## config.mk

```make
export PLATFORM = sky130hd
export DESIGN_NAME = mem_arbiter
export DESIGN_NICKNAME = d
export VERILOG_FILES = /design/src/rtl/mem_arb_pkg.sv /design/src/rtl/mem_arbiter_rr_arb2.sv /design/src/rtl/mem_arbiter.sv
export SDC_FILE = /design/constraint.sdc
export NUM_CORES = 1
export LEC_CHECK = 0
export ABC_AREA = 1
export BUFFER_PORTS_ARGS = -buffer_cell sky130_fd_sc_hd__buf_2
export CAP_MARGIN = 20
export CORE_AREA = 2 2 107 109
export DETAILED_ROUTE_END_ITERATION = 8
export DIE_AREA = 0 0 109 111
export PLACE_DENSITY_LB_ADDON = 0.1
export SYNTH_ARGS = -nofsm -noshare
export SYNTH_HDL_FRONTEND = slang
export SYNTH_SLANG_ARGS = --single-unit
```

## constraint.sdc

```tcl
create_clock -name clk -period 2.55 [get_ports clk]
set_input_delay 0.3825 -clock clk [delete_from_list [all_inputs] [get_ports clk]]
set_output_delay 0.3825 -clock clk [all_outputs]
set_load 0.1 [all_outputs]
```

## src/rtl/mem_arb_pkg.sv

```systemverilog
// Shared types and helpers for the cache line-fill arbiter.
package mem_arb_pkg;

   typedef enum logic [1:0] {
      IDLE  = 2'd0,
      CMD   = 2'd1,
      WDATA = 2'd2,
      RDATA = 2'd3
   } state_t;

   typedef enum logic {
      GNT_IC = 1'b0,
      GNT_DC = 1'b1
   } gnt_t;

   // Clear the line-offset bits so the memory always sees a line-aligned address.
   function automatic logic [31:0] LINE_ALIGN(input logic [31:0] addr, input int unsigned off_w);
      logic [31:0] mask;
      mask = (32'h1 << off_w) - 32'h1;
      return addr & ~mask;
   endfunction

endpackage

```

## src/rtl/mem_arbiter_rr_arb2.sv

```systemverilog
// Two-input round-robin arbiter. gnt[0] = icache, gnt[1] = dcache.
// On a tie the port that did not win last time is chosen.
module rr_arb2
   import mem_arb_pkg::*;
(
   input  logic       clk,
   input  logic       rst,
   input  logic       en,
   input  logic       req_ic,
   input  logic       req_dc,
   output logic [1:0] gnt
);

   gnt_t last_grant;

   // One-hot grant, only while enabled.
   always_comb begin
      gnt = 2'b00;
      if (en) begin
         if (req_ic && req_dc) begin
            if (last_grant == GNT_IC) gnt = 2'b10;
            else                      gnt = 2'b01;
         end else if (req_ic) begin
            gnt = 2'b01;
         end else if (req_dc) begin
            gnt = 2'b10;
         end
      end
   end

   // Remember the winner so the next tie goes the other way.
   always_ff @(posedge clk or negedge rst) begin
      if (!rst)         last_grant <= GNT_IC;
      else if (gnt[1])  last_grant <= GNT_DC;
      else if (gnt[0])  last_grant <= GNT_IC;
   end

endmodule

```

## src/rtl/mem_arbiter.sv

```systemverilog
// Serialises icache/dcache line traffic onto the single external memory port:
// arbitrates, issues the line command, moves write beats and routes read beats.
module mem_arbiter
   import mem_arb_pkg::*;
#(
   parameter int BEATS = 4,
   parameter int OFF_W = $clog2(BEATS*4)
) (
   input  logic        clk,
   input  logic        rst,
   input  logic        ic_req_valid,
   input  logic [31:0] ic_req_addr,
   output logic        ic_req_ready,
   input  logic        dc_req_valid,
   input  logic        dc_req_we,
   input  logic [31:0] dc_req_addr,
   output logic        dc_req_ready,
   input  logic [31:0] dc_wdata,
   input  logic        dc_wdata_valid,
   output logic        dc_wdata_ready,
   output logic        mem_cmd_valid,
   output logic        mem_cmd_we,
   output logic [31:0] mem_cmd_addr,
   input  logic        mem_cmd_ready,
   output logic [31:0] mem_wdata,
   output logic        mem_wdata_valid,
   input  logic        mem_wdata_ready,
   input  logic [31:0] mem_rdata,
   input  logic        mem_rdata_valid,
   output logic [31:0] ic_rdata,
   output logic        ic_rdata_valid,
   output logic [31:0] dc_rdata,
   output logic        dc_rdata_valid,
   output logic        busy,
   output logic        proto_err
);

   localparam int              CNT_W     = $clog2(BEATS);
   localparam logic [CNT_W-1:0] LAST_BEAT = CNT_W'(BEATS-1);

   state_t           state, state_nxt;
   logic [31:0]      addr_q;
   logic             we_q;
   gnt_t             owner_q;
   logic [CNT_W-1:0] beat_q;
   logic [1:0]       gnt;
   logic             wr_fire, rd_fire, last_beat;

   rr_arb2 u_arb (
      .clk    (clk),
      .rst    (rst),
      .en     (state == IDLE),
      .req_ic (ic_req_valid),
      .req_dc (dc_req_valid),
      .gnt    (gnt)
   );

   assign wr_fire   = (state == WDATA) && dc_wdata_valid && mem_wdata_ready;
   assign rd_fire   = (state == RDATA) && mem_rdata_valid;
   assign last_beat = (beat_q == LAST_BEAT);

   // State register.
   always_ff @(posedge clk or negedge rst) begin
      if (!rst) state <= IDLE;
      else      state <= state_nxt;
   end

   // Next-state logic; a line ends on its last beat and always returns to IDLE,
   // so a request coinciding with the last beat waits one cycle.
   always_comb begin
      state_nxt = state;
      case (state)
         IDLE:    if (|gnt) state_nxt = CMD;
         CMD:     if (mem_cmd_ready) state_nxt = we_q ? WDATA : RDATA;
         WDATA:   if (wr_fire && last_beat) state_nxt = IDLE;
         RDATA:   if (rd_fire && last_beat) state_nxt = IDLE;
         default: state_nxt = IDLE;
      endcase
   end

   // Latch the granted request; icache requests are always reads.
   always_ff @(posedge clk or negedge rst) begin
      if (!rst) begin
         addr_q  <= '0;
         we_q    <= 1'b0;
         owner_q <= GNT_IC;
      end else if (state == IDLE && |gnt) begin
         if (gnt[1]) begin
            addr_q  <= LINE_ALIGN(dc_req_addr, OFF_W);
            we_q    <= dc_req_we;
            owner_q <= GNT_DC;
         end else begin
            addr_q  <= LINE_ALIGN(ic_req_addr, OFF_W);
            we_q    <= 1'b0;
            owner_q <= GNT_IC;
         end
      end
   end

   // Beat counter: cleared when the command is taken, wraps on the last beat.
   always_ff @(posedge clk or negedge rst) begin
      if (!rst) begin
         beat_q <= '0;
      end else if (state == CMD && mem_cmd_ready) begin
         beat_q <= '0;
      end else if (wr_fire || rd_fire) begin
         beat_q <= last_beat ? '0 : beat_q + 1'b1;
      end
   end

   // Sticky protocol error: read beat with no read line in flight.
   always_ff @(posedge clk or negedge rst) begin
      if (!rst)                                    proto_err <= 1'b0;
      else if (mem_rdata_valid && state != RDATA)  proto_err <= 1'b1;
   end

   // Handshake outputs and beat routing.
   always_comb begin
      ic_req_ready    = gnt[0];
      dc_req_ready    = gnt[1];
      busy            = (state != IDLE);
      mem_cmd_valid   = (state == CMD);
      mem_cmd_we      = we_q;
      mem_cmd_addr    = addr_q;
      mem_wdata       = (state == WDATA) ? dc_wdata : 32'h0;
      mem_wdata_valid = (state == WDATA) && dc_wdata_valid;
      dc_wdata_ready  = (state == WDATA) && mem_wdata_ready;
      ic_rdata        = mem_rdata;
      dc_rdata        = mem_rdata;
      ic_rdata_valid  = rd_fire && (owner_q == GNT_IC);
      dc_rdata_valid  = rd_fire && (owner_q == GNT_DC);
   end

endmodule

```

-- After elaboration in Yosys (flattened, before gate mapping)
Cells that the tools add are included.
- bits in registers: 40
- logic and storage cells: 57
- eq/ne operators: 9
- bitwise operators: 1
- add/subtract/negate cells: 1
- reduce and logical (&&, ||, !) cells: 19
- muxes and demuxes: 20
- operators with widths (operator ; number):
    32-bit two-way mux ; 2
    2-bit two-way mux ; 12
    1-bit logical AND ; 12
    2-bit one-hot mux with 4 select lines ; 1
    2-bit equality test, second input constant ; 3
    2-bit by 1-bit inequality test with 1-bit output, second input constant ; 3
    2-bit nonzero test ; 3
    1-bit two-way mux ; 5
    2-bit inequality test, second input constant ; 2
    4-bit AND reduction ; 1
    2-bit by 1-bit adder with 2-bit output, second input constant ; 1
    2-bit by 1-bit equality test with 1-bit output, second input constant ; 1
    2-bit zero test ; 1
    2-bit OR reduction ; 1
    1-bit logical OR ; 1
    1-bit inverter ; 1

-- Longest topological paths before layout
- depth in word-level cells: 7
- gate-level depth with buffers: 9
- mapped depth without buffers: 7

-- Hierarchy
A second synthesis with hierarchy kept.
- cells, all modules: 325
- area, all modules: 2556.2 µm²
- modules (own cells, without submodules) (module ; area each (µm²) ; times used ; seq. area each (µm²) ; cells an instance):
    mem_arbiter ; 2492.4 ; 1 ; 875.8 ; 314
    rr_arb2 ; 63.8 ; 1 ; 25.0 ; 11

-- Worst setup path before layout
OpenSTA, ideal clock, no wires.
- path kind: flip-flop to output port
- start point: register state[0]
- end point: output mem_wdata[10]
- required time: 2.168 ns
- stages on the path, launching flop included: 5
- data arrival time: 2.093 ns
- slack: 0.074 ns
- path through: dfrtp_1 > inv_1 > nand2_1 > buf_2 > nor2_1
- longest elaborated chain between the ends: 2
- ends and longest elaborated chain (what ; line ; source):
    start, declared ; mem_arbiter.sv:41 ; state_t state, state_nxt;
    start signal, assigned ; mem_arbiter.sv:65 ; else state <= state_nxt;
    2-bit equality test ; mem_arbiter.sv:125 ; mem_wdata = (state == WDATA) ? dc_wdata : 32'h0;
    32-bit two-way mux ; mem_arbiter.sv:125 ;
    end, declared ; mem_arbiter.sv:25 ; output logic [31:0] mem_wdata,
No other way between the ends.

-- Worst setup path in the final report
- start point: register state[0]
- end point: output mem_wdata[2]
The elaborated chain is that of the path after synthesis.

==> key figures <==
Outcome
  – Status: completed

Clock network
  – H-tree depth: 2
  – CTS Buf Count: 5
  – Post-cts sizing count: 0
  – Clock sinks: 36
  – Post-CTS setup repair buffer count: 0
  – Worst-Skew Late Latency: 0.28 ns
  – Clk slew on worst S/H paths: about 0.06 ns
  – Hold buffers post-CTS: 0
  – CTS root buf: clkbuf_16
  – CTS tree: yes
  – Longest Clk Path Bufs: 2

Worst setup path
  – Largest fanout on the critical path: 35
  – Critical Path RT: 2.17 ns
  – Critical path launch point type: register
  – CP arrival: 1.73 ns
  – R2R depth: 6
  – CP Class: register to output port
  – Critical Path End Type: output port
  – Reg2reg end: mem_cmd_addr[19]
  – Worst R2R Start: state[1]
  – R2r setup slk: between 0.7 and 0.8 ns

Logic synthesis
  – Yosys reg bits: 36
  – Seq/Total Area, Yosys: between 30% and 40%
  – Largest family of logic cells by synthesized area: simple AND/OR/NAND/NOR gates
  – Synth unique cells: 21
  – Synth Area in Simple Gates: 32.84%
  – Synth top area share: around a third
  – Cells after Synth: 414
  – Area leader, netlist: dfrtp_1
  – Compound-gate portion of the synthesized area: 1.914%
  – Cells taking the most area after synthesis: dfrtp_1 (32%), buf_4 (18%), nand2_1 (14%)
  – Cell Area, Synth: 2811 um2
  – Xor/xnor share of the synthesized area: 0%
  – Synth Area in Adders: 0.4450%
  – Syn avg cell area: 6.791 um2
  – Mux cell area share after synthesis: 0%
  – YS warnings: 0

Floorplan
  – Die area: 12100 um2
  – Number of I/O pins: 275
  – Initial Utilization: between 20% and 30%
  – Die W: 109 um
  – Num rows: 39
  – Core area: about 11000 um2
  – Die Y-Extent: approximately 110 um

Power
  – Power Total: 5.715 mW
  – Worst vdd ir: ~0.57 mV
  – Leak: 2.320 nW
  – PwrDens: between 1500 and 2000 nW/um2

Global route
  – Global route total overflow: 0
  – Global-route wire length before repair: about 13 mm
  – All-Layer GR Usage: 14.33%
  – Initial antenna violation count: 0
  – Pin count of the biggest net entering global routing: 37
  – Vias in the first global route: 2555

Finish
  – Commonest non-fill, non-tap cell in the layout: buf_2
  – Diodes inserted: 0
  – Nets: 648
  – Area Overhead vs Synth: 35.42%
  – Filler Cell Count: 1210
  – Most frequent cells in the layout: buf_2 (140), nand2_1 (105), inv_1 (74)
  – Layout cells sized above 1: 35.81%

Worst hold path
  – HP Class: input pin to asynchronous set/reset pin

Route
  – Final ANT Viol Nets: 0
  – DRC viols: 0
  – Routed wire length: roughly 8.8 mm
  – Via-to-Cell Ratio: 4.083
  – DRT iter0 DRCs: 93
  – Wire length per cell: 13.52 um
  – Total iterations of the first detailed-routing run: 4
  – Vias: 2670

STA
  – Final hold viol count: 0
  – Fin crit period: 2.116 ns
  – RSZ-0062 raised after global routing: no
  – Total Negative Setup Slacks: 0 ns
  – Slew Limit Fails: 0
  – Fmax: 472.6 MHz
  – Rel. slew slack: 42.50%
  – Slew @ Worst Pin: 0.8625 ns
  – Period utilization: between 80 and 90%
  – Final Skew: 0.004162 ns
  – # setup viols final: 0

Place
  – GP Congestion: 0.7554
  – Port Buffers: 166
  – Hpwl dp: about 6.8 mm

Run
  – Max cap viols: 0
## cell type report
cell class              count  area (um2)  area share [%]
inverters                  75       281.5           7.394
clock inverters             2       35.03          0.9201
well taps                 143       178.9           4.699
multi-input cells         219        1008           26.49
clock buffers               6       128.9           3.385
repair buffers            173        1274           33.45
flip-flops and latches     36       900.9           23.66
## layer usage
layer	global-route usage (%)	vias up	share of wire, %
li1	-	1345	-
met1	16.18	1176	40
met2	24.55	125	47
met3	5.644	24	11
met4	4.274	0	1.5
met5	0	-	0
## state kept, by name, summed over array words and instances, names as in the netlist
register,flops
u_arb.last_grant,1
mem_cmd_addr,28
mem_cmd_we,1
owner_q,1
beat_q,2
proto_err,1
state,2
## worst max-delay path, cell delays in order, from the launching register on
cell     delay [ns]
dfrtp_1        0.43
inv_1          0.14
nand2_1        0.07
buf_4          0.24
nor2_1         0.13
buf_2          0.43
## synthesized netlist by cell type (all sizes together)
| cell | instances |
|---|---|
| buf | 85 |
| o21bai | 2 |
| nor2 | 40 |
| a21oi | 2 |
| nand4 | 1 |
| a21o | 1 |
| nand2 | 105 |
| o21ai | 3 |
| dfrtp | 36 |
| nand3b | 28 |
| nand3 | 31 |
| clkbuf | 2 |
| conb | 1 |
| ha | 1 |
| inv | 75 |
| a31oi | 1 |
## report_power, final
| group | internal, mW | switching, mW | total, mW |
|---|---|---|---|
| clock | 0.460 | 0.236 | 0.696 |
| combinational | 0.766 | 3.26 | 4.03 |
| sequential | 0.834 | 0.158 | 0.992 |
## logic make-up after synthesis
kind of cell / after synthesis
AO/OA/AOI/OAI: 9
AND/OR/NAND/NOR: 205
flip-flops: 36
adder cells (fa/ha/maj): 1
other: 1
buffers and inverters: 162
## per-stage QoR
step                      std cells  hold WS, ns  util [%]  cell area (um2)  worst slack [ns]
final                           654       0.2141     34.37             3807            0.4341
after detailed placement        646       0.4475     32.89             3643            0.5614
after CTS                       654       0.2581     34.37             3807            0.4379
after global routing            654       0.3068     34.37             3807            0.3077
after global placement          646       0.4384     32.89             3643            0.5712
after floorplan                 417      0.08691         -             2823           0.07409
## worst max-delay path by stage
stage,start,to,slack [ns],cells past startpoint
2_1_floorplan,state[0],mem_wdata[10],0.07,4
3_3_place_gp,dc_req_valid,mem_cmd_addr[8],0.57,8
3_5_place_dp,dc_req_valid,mem_cmd_we,0.56,8
4_1_cts,state[0],mem_wdata[2],0.44,5
5_1_grt,state[0],mem_wdata[15],0.31,5
6_report,state[0],mem_wdata[2],0.43,5
Power figures use the tool's default switching activity.
